===== config.mk =====
export PLATFORM = sky130hd
export DESIGN_NAME = scpu_inst_reloader
export DESIGN_NICKNAME = d
export VERILOG_FILES = /design/src/rtl/scpu_inst_reloader.sv
export SDC_FILE = /design/constraint.sdc
export NUM_CORES = 1
export LEC_CHECK = 0
export CAP_MARGIN = 20
export CORE_MARGIN = 2
export CORE_UTILIZATION = 51
export CTS_CLUSTER_SIZE = 10
export DETAILED_ROUTE_END_ITERATION = 6
export MAX_ROUTING_LAYER = met4
export PLACE_DENSITY_LB_ADDON = 0.08
export SYNTH_ARGS = -nofsm -noshare
export SYNTH_HDL_FRONTEND = slang
export SYNTH_SLANG_ARGS = --single-unit

===== constraint.sdc =====
create_clock -name clk -period 4 [get_ports clk]
set_clock_uncertainty 0.05 [all_clocks]
set_input_delay 0.6 -clock clk [delete_from_list [all_inputs] [get_ports clk]]
set_output_delay 0.6 -clock clk [all_outputs]
set_load 0.005 [all_outputs]

===== src/rtl/scpu_inst_reloader.sv =====
// rtl/scpu_inst_reloader.sv - reloads the serial CPU instruction window from a word stream
module scpu_inst_reloader #(
    parameter int ADDR_WIDTH = 10,
    parameter int BASE_PC    = 250,
    parameter int MAX_WORDS  = 8,
    localparam int CNT_W     = $clog2(MAX_WORDS) + 1
) (
    input  logic                  clk,
    input  logic                  rst_n,
    input  logic [1:0]            nxt,
    input  logic                  inst_valid,
    input  logic [15:0]           inst_data,
    input  logic                  inst_last,
    output logic                  inst_ready,
    output logic                  ld_own,
    output logic [ADDR_WIDTH-1:0] ld_addr,
    output logic                  ld_we,
    output logic [7:0]            ld_data,
    output logic                  start,
    output logic                  cpu_halt,
    output logic                  overflow,
    output logic [CNT_W-1:0]      word_cnt
);

    localparam logic [ADDR_WIDTH-1:0] BASE_ADDR = ADDR_WIDTH'(BASE_PC * 2);
    localparam logic [CNT_W-1:0]      MAX_CNT   = CNT_W'(MAX_WORDS);

    typedef enum logic [2:0] {
        IDLE,
        ACCEPT,
        WR_LO,
        WR_HI,
        KICK,
        HALTED
    } state_t;

    state_t                  state;
    state_t                  state_n;
    logic                    nxt1_q;
    logic [ADDR_WIDTH-1:0]   addr_q;
    logic [15:0]             word_q;
    logic                    last_q;
    logic [CNT_W-1:0]        cnt_q;
    logic                    ovf_q;
    logic [CNT_W-1:0]        cnt_inc;
    logic                    req;

    // Only a rising edge of the reload line counts, so a level held over a burst cannot retrigger it
    assign req     = nxt[1] & ~nxt1_q;
    assign cnt_inc = cnt_q + CNT_W'(1);

    // State register
    always_ff @(posedge clk or negedge rst_n) begin
        if (!rst_n) begin
            state <= IDLE;
        end else begin
            state <= state_n;
        end
    end

    // Next-state logic; halt has priority over a simultaneous reload request
    always_comb begin
        state_n = state;
        case (state)
            IDLE: begin
                if (nxt[0]) begin
                    state_n = HALTED;
                end else if (req) begin
                    state_n = ACCEPT;
                end
            end
            ACCEPT: begin
                if (inst_valid) begin
                    state_n = WR_LO;
                end
            end
            WR_LO:  state_n = WR_HI;
            WR_HI: begin
                if (last_q || (cnt_inc == MAX_CNT)) begin
                    state_n = KICK;
                end else begin
                    state_n = ACCEPT;
                end
            end
            KICK:   state_n = IDLE;
            HALTED: state_n = HALTED;
            default: state_n = IDLE;
        endcase
    end

    // Datapath: edge register, word capture, byte address and burst bookkeeping
    always_ff @(posedge clk or negedge rst_n) begin
        if (!rst_n) begin
            nxt1_q <= 1'b0;
            addr_q <= '0;
            word_q <= '0;
            last_q <= 1'b0;
            cnt_q  <= '0;
            ovf_q  <= 1'b0;
        end else begin
            nxt1_q <= nxt[1];
            case (state)
                IDLE: begin
                    if (!nxt[0] && req) begin
                        addr_q <= BASE_ADDR;
                        cnt_q  <= '0;
                        ovf_q  <= 1'b0;
                    end
                end
                ACCEPT: begin
                    if (inst_valid) begin
                        word_q <= inst_data;
                        last_q <= inst_last;
                    end
                end
                WR_LO: begin
                    addr_q <= addr_q + ADDR_WIDTH'(1);
                end
                WR_HI: begin
                    addr_q <= addr_q + ADDR_WIDTH'(1);
                    cnt_q  <= cnt_inc;
                    if (!last_q && (cnt_inc == MAX_CNT)) begin
                        ovf_q <= 1'b1;
                    end
                end
                default: ;
            endcase
        end
    end

    // Outputs decoded from state so an async reset drops the write strobe and port ownership at once
    always_comb begin
        inst_ready = 1'b0;
        ld_own     = 1'b0;
        ld_we      = 1'b0;
        ld_data    = 8'h00;
        start      = 1'b0;
        cpu_halt   = 1'b0;
        case (state)
            ACCEPT: begin
                inst_ready = 1'b1;
                ld_own     = 1'b1;
            end
            WR_LO: begin
                ld_own  = 1'b1;
                ld_we   = 1'b1;
                ld_data = word_q[7:0];
            end
            WR_HI: begin
                ld_own  = 1'b1;
                ld_we   = 1'b1;
                ld_data = word_q[15:8];
            end
            KICK:   start    = 1'b1;
            HALTED: cpu_halt = 1'b1;
            default: ;
        endcase
    end

    assign ld_addr  = addr_q;
    assign overflow = ovf_q;
    assign word_cnt = cnt_q;

endmodule

---- Word-level counts from Yosys, hierarchy flattened ----
Index checks and enable logic that the tools add are counted.
storage, ports and cells
  bits in registers ....................... 36
  bits of input ports ..................... 22
  output and inout port bits .............. 28
  word-level logic and storage cells ...... 54
operators by class
  $add $sub $neg .......................... 2
  eq/ne operators ......................... 10
  multiplexer cells ....................... 18
  bitwise logic cells ..................... 2
  reductions and logical operators ........ 15
operators with widths
  kind                                                              count
  10-bit one-hot mux with 2 select lines                            1
  8-bit one-hot mux with 2 select lines                             1
  3-bit one-hot mux with 5 select lines                             1
  3-bit 2-to-1 mux                                                  4
  10-bit by 1-bit adder with 10-bit output (second input constant)  1
  10-bit 2-to-1 mux                                                 1
  4-bit one-hot mux with 2 select lines                             1
  2-bit AND reduction                                               4
  1-bit 2-to-1 mux                                                  7
  3-bit by 2-bit == test with 1-bit output (second input constant)  2
  3-bit == test (second input constant)                             2
  2-bit inequality test (second input constant)                     3
  4-bit by 1-bit adder with 4-bit output (second input constant)    1
  4-bit == test (second input constant)                             1
  4-bit 2-to-1 mux                                                  1
  2-bit nonzero test                                                2
  3-bit by 1-bit == test with 1-bit output (second input constant)  1
  3-bit zero test                                                   1
  3-bit inequality test (second input constant)                     1
  3-bit AND reduction                                               1
  3-bit OR reduction                                                1
  1-bit logical AND                                                 2
  1-bit zero test                                                   2
  1-bit one-hot mux with 2 select lines                             1
  other kinds (4)                                                   4

---- Depth between registers and ports, before layout ----
Gate-level depths: netlist of run 1.
  depth in word-level cells ............... 5
  gate-level depth with buffers ........... 6
  mapped depth without buffers ............ 5

---- Worst setup path after synthesis of run 1 ----
No wires, ideal clock.
  path kind ............................... reg-to-output
  start ................................... register state[0]
  end ..................................... output port ld_data[0]
  arrival time ............................ 1.118 ns
  slack ................................... 2.232 ns
  cell stages (with the launch flop) ...... 5
  cells stage by stage .................... dfrtp_1 -> buf_6 -> clkbuf_1 -> mux2i_1 -> nor2_1
between the ends
  cells in the longest elaborated chain, start to end .. 2
ends and longest elaborated chain
  what                                      line  text
  start, declared                           37    state_t state;
  start signal, assigned                    57    state <= state_n;
  3-bit by 2-bit == test with 1-bit output  139   case (state)
  8-bit one-hot mux with 2 select lines *   139
  end, declared                             18    output logic [7:0] ld_data,
Mark *: on every way between the ends. The rest lies on a longest branch, timed or not.

---- Worst setup path after layout of run 1 ----
  start ................................... register state[2]
  end ..................................... output port ld_we
between the ends
  cells in the longest elaborated chain, start to end .. 3
ends and longest elaborated chain
  what                                      line  text
  3-bit by 2-bit == test with 1-bit output  139
  2-bit OR reduction (no source line) *     --
  1-bit 2-to-1 mux *                        139
  end, declared                             17    output logic ld_we,
Marks and branches as above.

==> metrics, run 1 <==
status=complete, no violations; Max VDD drop=0.000333 V; Slowest cell on crit path=nand2b_1; row cnt=21; number of synthesized flops with an enable pin=0; total core area=3310 um^2; Seq cells post-synth=36; Synth top area share=51.5%; GR met3 Demand/Resource=4.50%; switching share of power=34.8%; area leader, netlist=dfrtp_1; Hold WC Path Type=input pin to asynchronous set/reset pin; Power Density=743 nW/um^2; Initial Util=52.8%; CP Max Fanout=19; DRT antenna net count=0; Root Driver=clkbuf_4; CP cell instances=nand2b_1 -> clkinv_1 -> clkdlybuf4s50_1; largest net degree at the start of global routing=37; final setup fails=0; global route total overflow=0; clk sinks=36; Logic pwr share=43.8%; Net Sw Power=600 uW; net count after synthesis=185; Max Cap Viol=0; CTS tree=done; I/O pins=50; Seq/Total Area, Yosys=51.5%; largest cells by area after synthesis=dfrtp_1, mux2_2, mux2i_1; CP startpoint kind=flip-flop; clock share of power=14.6%; Die Wd=62.6 um; Post-synth ARST share=100%; Setup CP Type=flip-flop to output pin; Vias per Instance=5.19; CP bufs+invs=2; Slew @ Worst Pin=0.819 ns; die height=62.6 um; GP Congestion=0.858; Area growth syn-to-layout=32.8%; syn_area_per_cell=10.9 um^2; LEAKAGE=0.979 nW; met1 Track Usage GR=24.5%; # diodes=0; Crit path depth=3; period utilization=77.9%; Most Crowded Layer GR=met2; antenna violations before repair=0; clock transition at the registers of the reported paths=0.11 ns; Critical Path RT=3.35 ns; htree depth=2; synth unique cells=38; drt first pass iters=4; CP top delay family=buffers and inverters; Crit. End Element=output pin; die area=3910 um^2; Overall Global Routing Usage=21.7%; CP peak stage delay=0.63 ns; Worst-Skew Late Latency=0.35 ns; WHS=0.272 ns; Syn Inst Count=161; final hold viol count=0; setup ws final=0.884 ns; Netlist Area Pre-Place=1750 um^2; Slew HR=45.4%; Final min period=3.12 ns; dominant synthesized flop cell=dfrtp_1; post_cts resized=0; wire per inst=14.1 um; port bufs=49; fin cells=257; fin. max-slew vios=0; CTS Hold Buffers Added=0; sequential power share=41.5%; drt initial violations=115; CTS buffer count=5; Post-Place Setup Slack=1.24 ns; post-route cell area=2320 um^2; RSZ-0062 raised after global routing=no; first-pass GRT wire length=6490 um; layout cells sized above 1=13.7%; cell-internal power=1.13 mW; GRT met2 Usage=37.0%; placed insts=249; Residual DRC=0; fmax=321 MHz; worst endpoint data arrival time=2.47 ns; Vias=1334; clock buffer depth=2; DP HPWL=2550 um; Yosys warnings=0; Post-layout nets=234; Final TNS setup=0 ns; # Post-CTS Setup Buffers=0; DRT Wirelength=3630 um; R2R depth=5; vias in the first global route=1496; dpl cell area=2250 um^2
synthesized netlist by cell type (2+ instances only):
| library cell | count |
|---|---|
| o21ai_0 | 7 |
| nor2_1 | 19 |
| buf_6 | 2 |
| xnor2_1 | 3 |
| mux2i_1 | 10 |
| and2_1 | 3 |
| nor2b_1 | 2 |
| ha_1 | 2 |
| nand3_1 | 11 |
| buf_2 | 3 |
| a21oi_1 | 3 |
| dfrtp_1 | 36 |
| mux2_2 | 17 |
| nand2b_1 | 4 |
| nand2_1 | 13 |
| o31ai_1 | 2 |
| nor4_1 | 3 |
metal layers:
metal / part of all wire (%) / routed length (um)
met1: 42 / 1530
met5: 0 / 0
met4: 1.3 / 46
met3: 4.5 / 163
met2: 52 / 1890
power by group through the flow:
stage / Combinational, mW / Clock (mW) / Sequential (mW)
CTS: 0.767 / 0.260 / 0.716
detailed placement: 0.760 / 0 / 0.724
floorplan: 0.484 / 0 / 0.658
global route: 0.840 / 0.276 / 0.751
finish: 0.756 / 0.253 / 0.717
global placement: 0.743 / 0 / 0.709
worst reg2reg max path, cell delays in order (launching register included):
cell,delay (ns)
dfrtp_1,0.53
nand2b_1,0.63
clkinv_1,0.42
nand2_1,0.34
mux2i_1,0.12
a21o_1,0.21
through the flow:
stage | util (%) | power (mW)
after floorplan | - | 1.14
after global placement | 67.9 | 1.45
after detailed placement | 67.9 | 1.48
after CTS | 70.2 | 1.74
after global routing | 70.2 | 1.87
final | 70.2 | 1.73
path summary, 6_finish.rpt:
path,start,endpoint,slack (ns)
hold / removal,rst_n,ld_addr[4],0.27
hold reg to reg,ld_addr[9],ld_addr[9],0.44
setup reg to reg,state[2],word_cnt[2],1.60
min in group clk,ld_addr[9],ld_addr[9],0.44
max in group asynchronous,rst_n,ld_addr[0],3.12
setup / recovery,state[2],ld_we,0.88
cell type report:
| class | count | area [um^2] |
|---|---|---|
| clock buffer | 6 | 41.3 |
| clock inverter | 2 | 35.0 |
| fill | 271 | 987 |
| inverter | 2 | 7.51 |
| multi-input combinational | 116 | 796 |
| sequential | 36 | 901 |
| tap | 46 | 57.6 |
| timing repair buffer | 49 | 485 |
state kept, by name, summed over array words and instances (netlist names):
name and count:
last_q 1, ld_addr 10, nxt1_q 1, overflow 1, state 3, word_cnt 4, word_q 16
logic make-up (layout without fill, tap and decap cells):
group | count (synthesis) | count (layout) | share of synthesized area, %
AO/OA/AOI/OAI | 20 | 20 | 7.65
AND/OR/NAND/NOR | 63 | 63 | 17.7
buffers and inverters | 9 | 59 | 3.00
multiplexers | 27 | 27 | 16.7
flip-flops | 36 | 36 | 51.5
adder cells (fa/ha/maj) | 2 | 2 | 1.43
XOR/XNOR | 4 | 4 | 2.00
cell usage in the layout (no fill, tap or decap), types with 3 or more instances in the layout:
cell	count
a21oi_1	3
and2_1	3
clkbuf_4	5
clkdlybuf4s50_1	48
dfrtp_1	36
mux2_2	17
mux2i_1	10
nand2_1	13
nand2b_1	4
nand3_1	11
nor2_1	19
nor4_1	3
o21ai_0	7
xnor2_1	3
No activity file was read; power rests on OpenSTA's default activity.
==> inputs of run 2 (changes only) <==
Settings changed: CORE_UTILIZATION 51 to 47.
Clock period 4 ns to 3.2 ns, I/O delays scaled along.
==> metrics, run 2 (synthesis gave the netlist of run 1 again) <==
status=complete, no violations; Critical Path RT=2.67 ns (-0.68 ns); Root Driver=clkbuf_8; antenna violations before repair=0 (unchanged); RSZ-0062 raised after global routing=no; CTS buffer count=5 (unchanged); Overall Global Routing Usage=20.7% (-1.0 points); Final TNS setup=0 ns (unchanged); GP Congestion=0.791 (-7.8%); Post-layout nets=235 (+0.43%); Max VDD drop=0.000528 V (+59%); DP HPWL=2780 um (+9.1%); drt first pass iters=4 (unchanged); final hold viol count=0 (unchanged); Worst-Skew Late Latency=0.29 ns (-0.06 ns); global route total overflow=0 (unchanged); Residual DRC=0 (unchanged); CP bufs+invs=2 (unchanged); LEAKAGE=0.996 nW (+1.7%); fmax=389 MHz; Initial Util=48.5% (-4.3 points); R2R depth=3 (-2); setup ws final=0.627 ns (-0.257 ns); CP startpoint kind=flip-flop; Vias per Instance=5.30 (+2.0%); worst endpoint data arrival time=2.04 ns (-0.43 ns); # Post-CTS Setup Buffers=0 (unchanged); final setup fails=0 (unchanged); Die Wd=65.0 um (+3.9%); Power Density=947 nW/um^2 (+28%); Vias=1377 (+3.2%); largest net degree at the start of global routing=37 (unchanged); Slew @ Worst Pin=0.804 ns (-0.0146 ns); CP peak stage delay=0.53 ns (-0.10 ns); fin. max-slew vios=0 (unchanged); Final min period=2.57 ns; DRT Wirelength=3710 um (+2.0%); die area=4230 um^2 (+8.0%); CP top delay family=buffers and inverters; CP cell instances=nand2b_1 -> clkinv_1 -> clkdlybuf4s50_1; clk sinks=36 (unchanged); total power after layout=2.24 mW (+30%); total core area=3610 um^2 (+8.9%); Largest register FFs=16 (unchanged); Crit Reg-Reg Startpoint=state[0]; commonest non-fill, non-tap cell in the layout=clkdlybuf4s50_1; CTS Hold Buffers Added=0 (unchanged); FF-to-FF End=word_q[7]; flop-to-flop setup slack=0.99 ns (-0.61 ns); row cnt=22 (+4.8%); port bufs=49 (unchanged); post_cts resized=0 (unchanged); clock buffer depth=2 (unchanged); Hold WC Path Type=input pin to asynchronous set/reset pin; Slew HR=46.3% (+0.97 points); Max Cap Viol=0 (unchanged); clock transition at the registers of the reported paths=0.08 ns (-0.03 ns); htree depth=2 (unchanged); Biggest register=word_q; drt initial violations=96 (-17%); wire per inst=14.3 um (+0.83%); # diodes=0 (unchanged); CP Max Fanout=12 (-7); FILL cells=292 (+7.7%); vias in the first global route=1418 (-5.2%); Post-Place Setup Slack=0.880 ns (-0.361 ns); Setup CP Type=flip-flop to output pin; most frequent cells in the layout=clkdlybuf4s50_1, dfrtp_1, nor2_1; Slowest cell on crit path=dfrtp_1; DRT antenna net count=0 (unchanged); layout cells sized above 1=14.6% (+0.88 points); I/O pins=50 (unchanged); die height=65.0 um (+3.9%); WHS=0.217 ns (-0.0550 ns); period utilization=80.4%; first-pass GRT wire length=6580 um (+1.5%); Area growth syn-to-layout=35.4%; Layout Utilization=65.7% (-4.5 points); Crit. End Element=output pin; CTS tree=done
## run 2: routing by layer
metal | track usage (%) | up-vias | share of wire, %
li1 | - | 665 | -
met1 | 24.2 | 671 | 42
met2 | 35.7 | 35 | 53
met3 | 5.56 | 6 | 4.4
met4 | 4.79 | 0 | 0.92
met5 | - | - | 0
## run 2: layout make-up
type                    instances  area [um^2]  area share (%)
flip-flops and latches         36          901            38.0
multi-input cells             116          796            33.6
repair buffers                 50          493            20.8
clock buffers                   5         68.8            2.91
well taps                      48         60.1            2.54
clock inverters                 3         42.5            1.80
inverters                       2         7.51           0.317
## run 2: worst register-to-register path, cell delays in order, from the launching register on
cell	delay, ns
dfrtp_1	0.77
nand2b_1	0.19
nor2_2	0.67
mux2_2	0.42
## run 2: how the worst max path moves through the flow
stage          startpoint          to  slack (ns)  cells past startpoint
2_1_floorplan    state[0]    overflow        1.49                      5
3_3_place_gp   inst_valid  word_q[14]        0.91                      4
3_5_place_dp   inst_valid   word_q[7]        0.88                      4
4_1_cts          state[2]       ld_we        0.60                      3
5_1_grt          state[2]       ld_we        0.42                      3
6_report         state[2]       ld_we        0.63                      3
## run 2: through the flow
stage / instance area (um^2) / instances
after global placement: 2260 / 252
final: 2370 / 260
after detailed placement: 2260 / 252
after floorplan: 1750 / 161
after global routing: 2370 / 260
after CTS: 2370 / 260
## run 2: report_power, final
part	internal, mW	switching, mW
registers	0.666	0.236
logic	0.587	0.363
clock network	0.230	0.162
total	1.48	0.760
==> inputs of run 3 (changes only) <==
Settings changed: CORE_UTILIZATION 47 to 42.
Clock period 3.2 ns to 2.1 ns, I/O delays scaled along.
==> metrics, run 3 (synthesis gave the netlist of run 1 again) <==
status=complete, no violations; Root Driver=clkbuf_8; Residual DRC=0 (unchanged); CTS Hold Buffers Added=0 (unchanged); CP cell instances=buf_6 -> nor2_1 -> and2_1 -> clkdlybuf4s50_1; Max VDD drop=0.000692 V (+31%); htree depth=2 (unchanged); CP peak stage delay=0.50 ns (-0.03 ns); Slew @ Worst Pin=0.797 ns (-0.00727 ns); Final min period=2.05 ns; wire per inst=13.6 um (-4.9%); Power Density=1400 nW/um^2 (+48%); I/O pins=50 (unchanged); multi-input logic area=796 um^2 (unchanged); final setup fails=0 (unchanged); switching share of power=33.7% (-0.14 points); CP bufs+invs=2 (unchanged); Crit Reg-Reg Startpoint=state[0]; Die Wd=68.5 um (+5.4%); first-pass GRT wire length=6090 um (-7.4%); most frequent cells in the layout=clkdlybuf4s50_1, dfrtp_1, nor2_1; Crit. End Element=output pin; post_cts resized=0 (unchanged); largest net degree at the start of global routing=37 (unchanged); die height=68.5 um (+5.4%); Logic pwr share=46.7% (+4.4 points); Net Sw Power=1.14 mW (+50%); Slowest cell on crit path=clkdlybuf4s50_1; Area growth syn-to-layout=37.5%; clock share of power=14.7% (-2.8 points); row cnt=23 (+4.5%); Max Cap Viol=0 (unchanged); Overall Global Routing Usage=18.2% (-2.5 points); DRT Wirelength=3640 um (-1.9%); placed insts=260 (+3.2%); die area=4700 um^2 (+11%); CP top delay family=buffers and inverters; worst endpoint data arrival time=1.68 ns (-0.36 ns); Worst-Skew Late Latency=0.28 ns (about the same); drt initial violations=56 (-42%); port bufs=49 (unchanged); Biggest register=word_q; FILL cells=352 (+21%); fin cells=268 (+3.1%); sequential power share=38.6% (-1.6 points); Critical Path RT=1.74 ns (-0.93 ns); CTS buffer count=5 (unchanged); DRT antenna net count=0 (unchanged); cell-internal power=2.23 mW (+51%); Slew HR=46.9% (+0.54 points); WHS=0.0656 ns (-0.151 ns); clock buffer depth=2 (unchanged); Hold WC Path Type=input pin to asynchronous set/reset pin; # Post-CTS Setup Buffers=0 (unchanged); Post-layout nets=241 (+2.6%); commonest non-fill, non-tap cell in the layout=clkdlybuf4s50_1; global route total overflow=0 (unchanged); CP startpoint kind=flip-flop; final hold viol count=0 (unchanged); period utilization=97.5%; clock transition at the registers of the reported paths=0.07 ns (about the same); clk sinks=36 (unchanged); vias in the first global route=1370 (-3.4%); Setup CP Type=flip-flop to output pin; Reg area=902 um^2 (+0.14%); Final TNS setup=0 ns (unchanged); CTS tree=done; total core area=4000 um^2 (+11%); Crit. Startpoint=state[0]; Largest register FFs=16 (unchanged); fmax=488 MHz; # diodes=0 (unchanged); Initial Util=43.7% (-4.8 points); Vias per Instance=5.21 (-1.6%); antenna violations before repair=0 (unchanged); Vias=1396 (+1.4%); CP Max Fanout=13 (+1); fin. max-slew vios=0 (unchanged); layout cells sized above 1=16.5% (+1.9 points); Layout Utilization=60.1% (-5.6 points); DP HPWL=2670 um (-4.0%); LEAKAGE=1.05 nW (+5.6%); drt first pass iters=4 (unchanged); RSZ-0062 raised after global routing=yes; GP Congestion=0.769 (-2.8%)
run 3: cell count changes in the layout (fill, tap and decap cells not counted), sizes merged:
cell	before	now
clkinvlp	1	0
buf	2	8
clkbuf	5	8
clkdlybuf4s50	48	46
dlymetal6s2s	0	2
bufinv	1	0
clkinv	2	1
run 3: worst reg2reg max path, delay by kind of cell, from the launching register on:
kind,cells,cell delay [ns]
AND/OR/NAND/NOR,2,0.82
flip-flops,1,0.42
AO/OA/AOI/OAI,1,0.26
run 3: area by class of cell:
class	instances	area share [%]
Clock buffer	8	3.75
Timing Repair Buffer	56	22.7
Multi-Input combinational cell	116	33.1
Sequential cell	36	37.5
Tap cell	50	2.60
Inverter	2	0.312
run 3: per-stage QoR:
| step | total power, mW | worst slack [ns] | area [um^2] |
|---|---|---|---|
| after global placement | 2.86 | 0.303 | 2300 |
| after floorplan | 2.17 | 0.387 | 1750 |
| final | 3.37 | 0.0528 | 2400 |
| after global routing | 3.67 | -0.0251 | 2400 |
| after CTS | 3.41 | 0.00740 | 2390 |
| after detailed placement | 2.90 | 0.267 | 2300 |
run 3: path summary, 6_finish.rpt:
path	endpoint	slack (ns)	cells past startpoint
hold reg to reg	word_q[13]	0.46	1
max in group asynchronous	state[1]	1.38	1
hold / removal	ld_addr[6]	0.07	1
setup / recovery	start	0.05	4
setup reg to reg	overflow	0.44	3
min in group clk	word_q[13]	0.46	1
run 3: power by group through the flow:
stage                     Clock (mW)  Sequential (mW)  Combinational [mW]
after floorplan                    0             1.25               0.921
after global placement             0             1.29                1.57
after detailed placement           0             1.31                1.59
after CTS                      0.517             1.30                1.60
after global routing           0.548             1.36                1.76
final                          0.496             1.30                1.57
run 3: per-layer routing:
layer,global-route usage [%],up-vias,routed length (um)
li1,-,674,-
met1,21.6,676,1650
met2,29.6,41,1740
met3,4.87,5,193
met4,6.75,0,48
met5,-,-,0
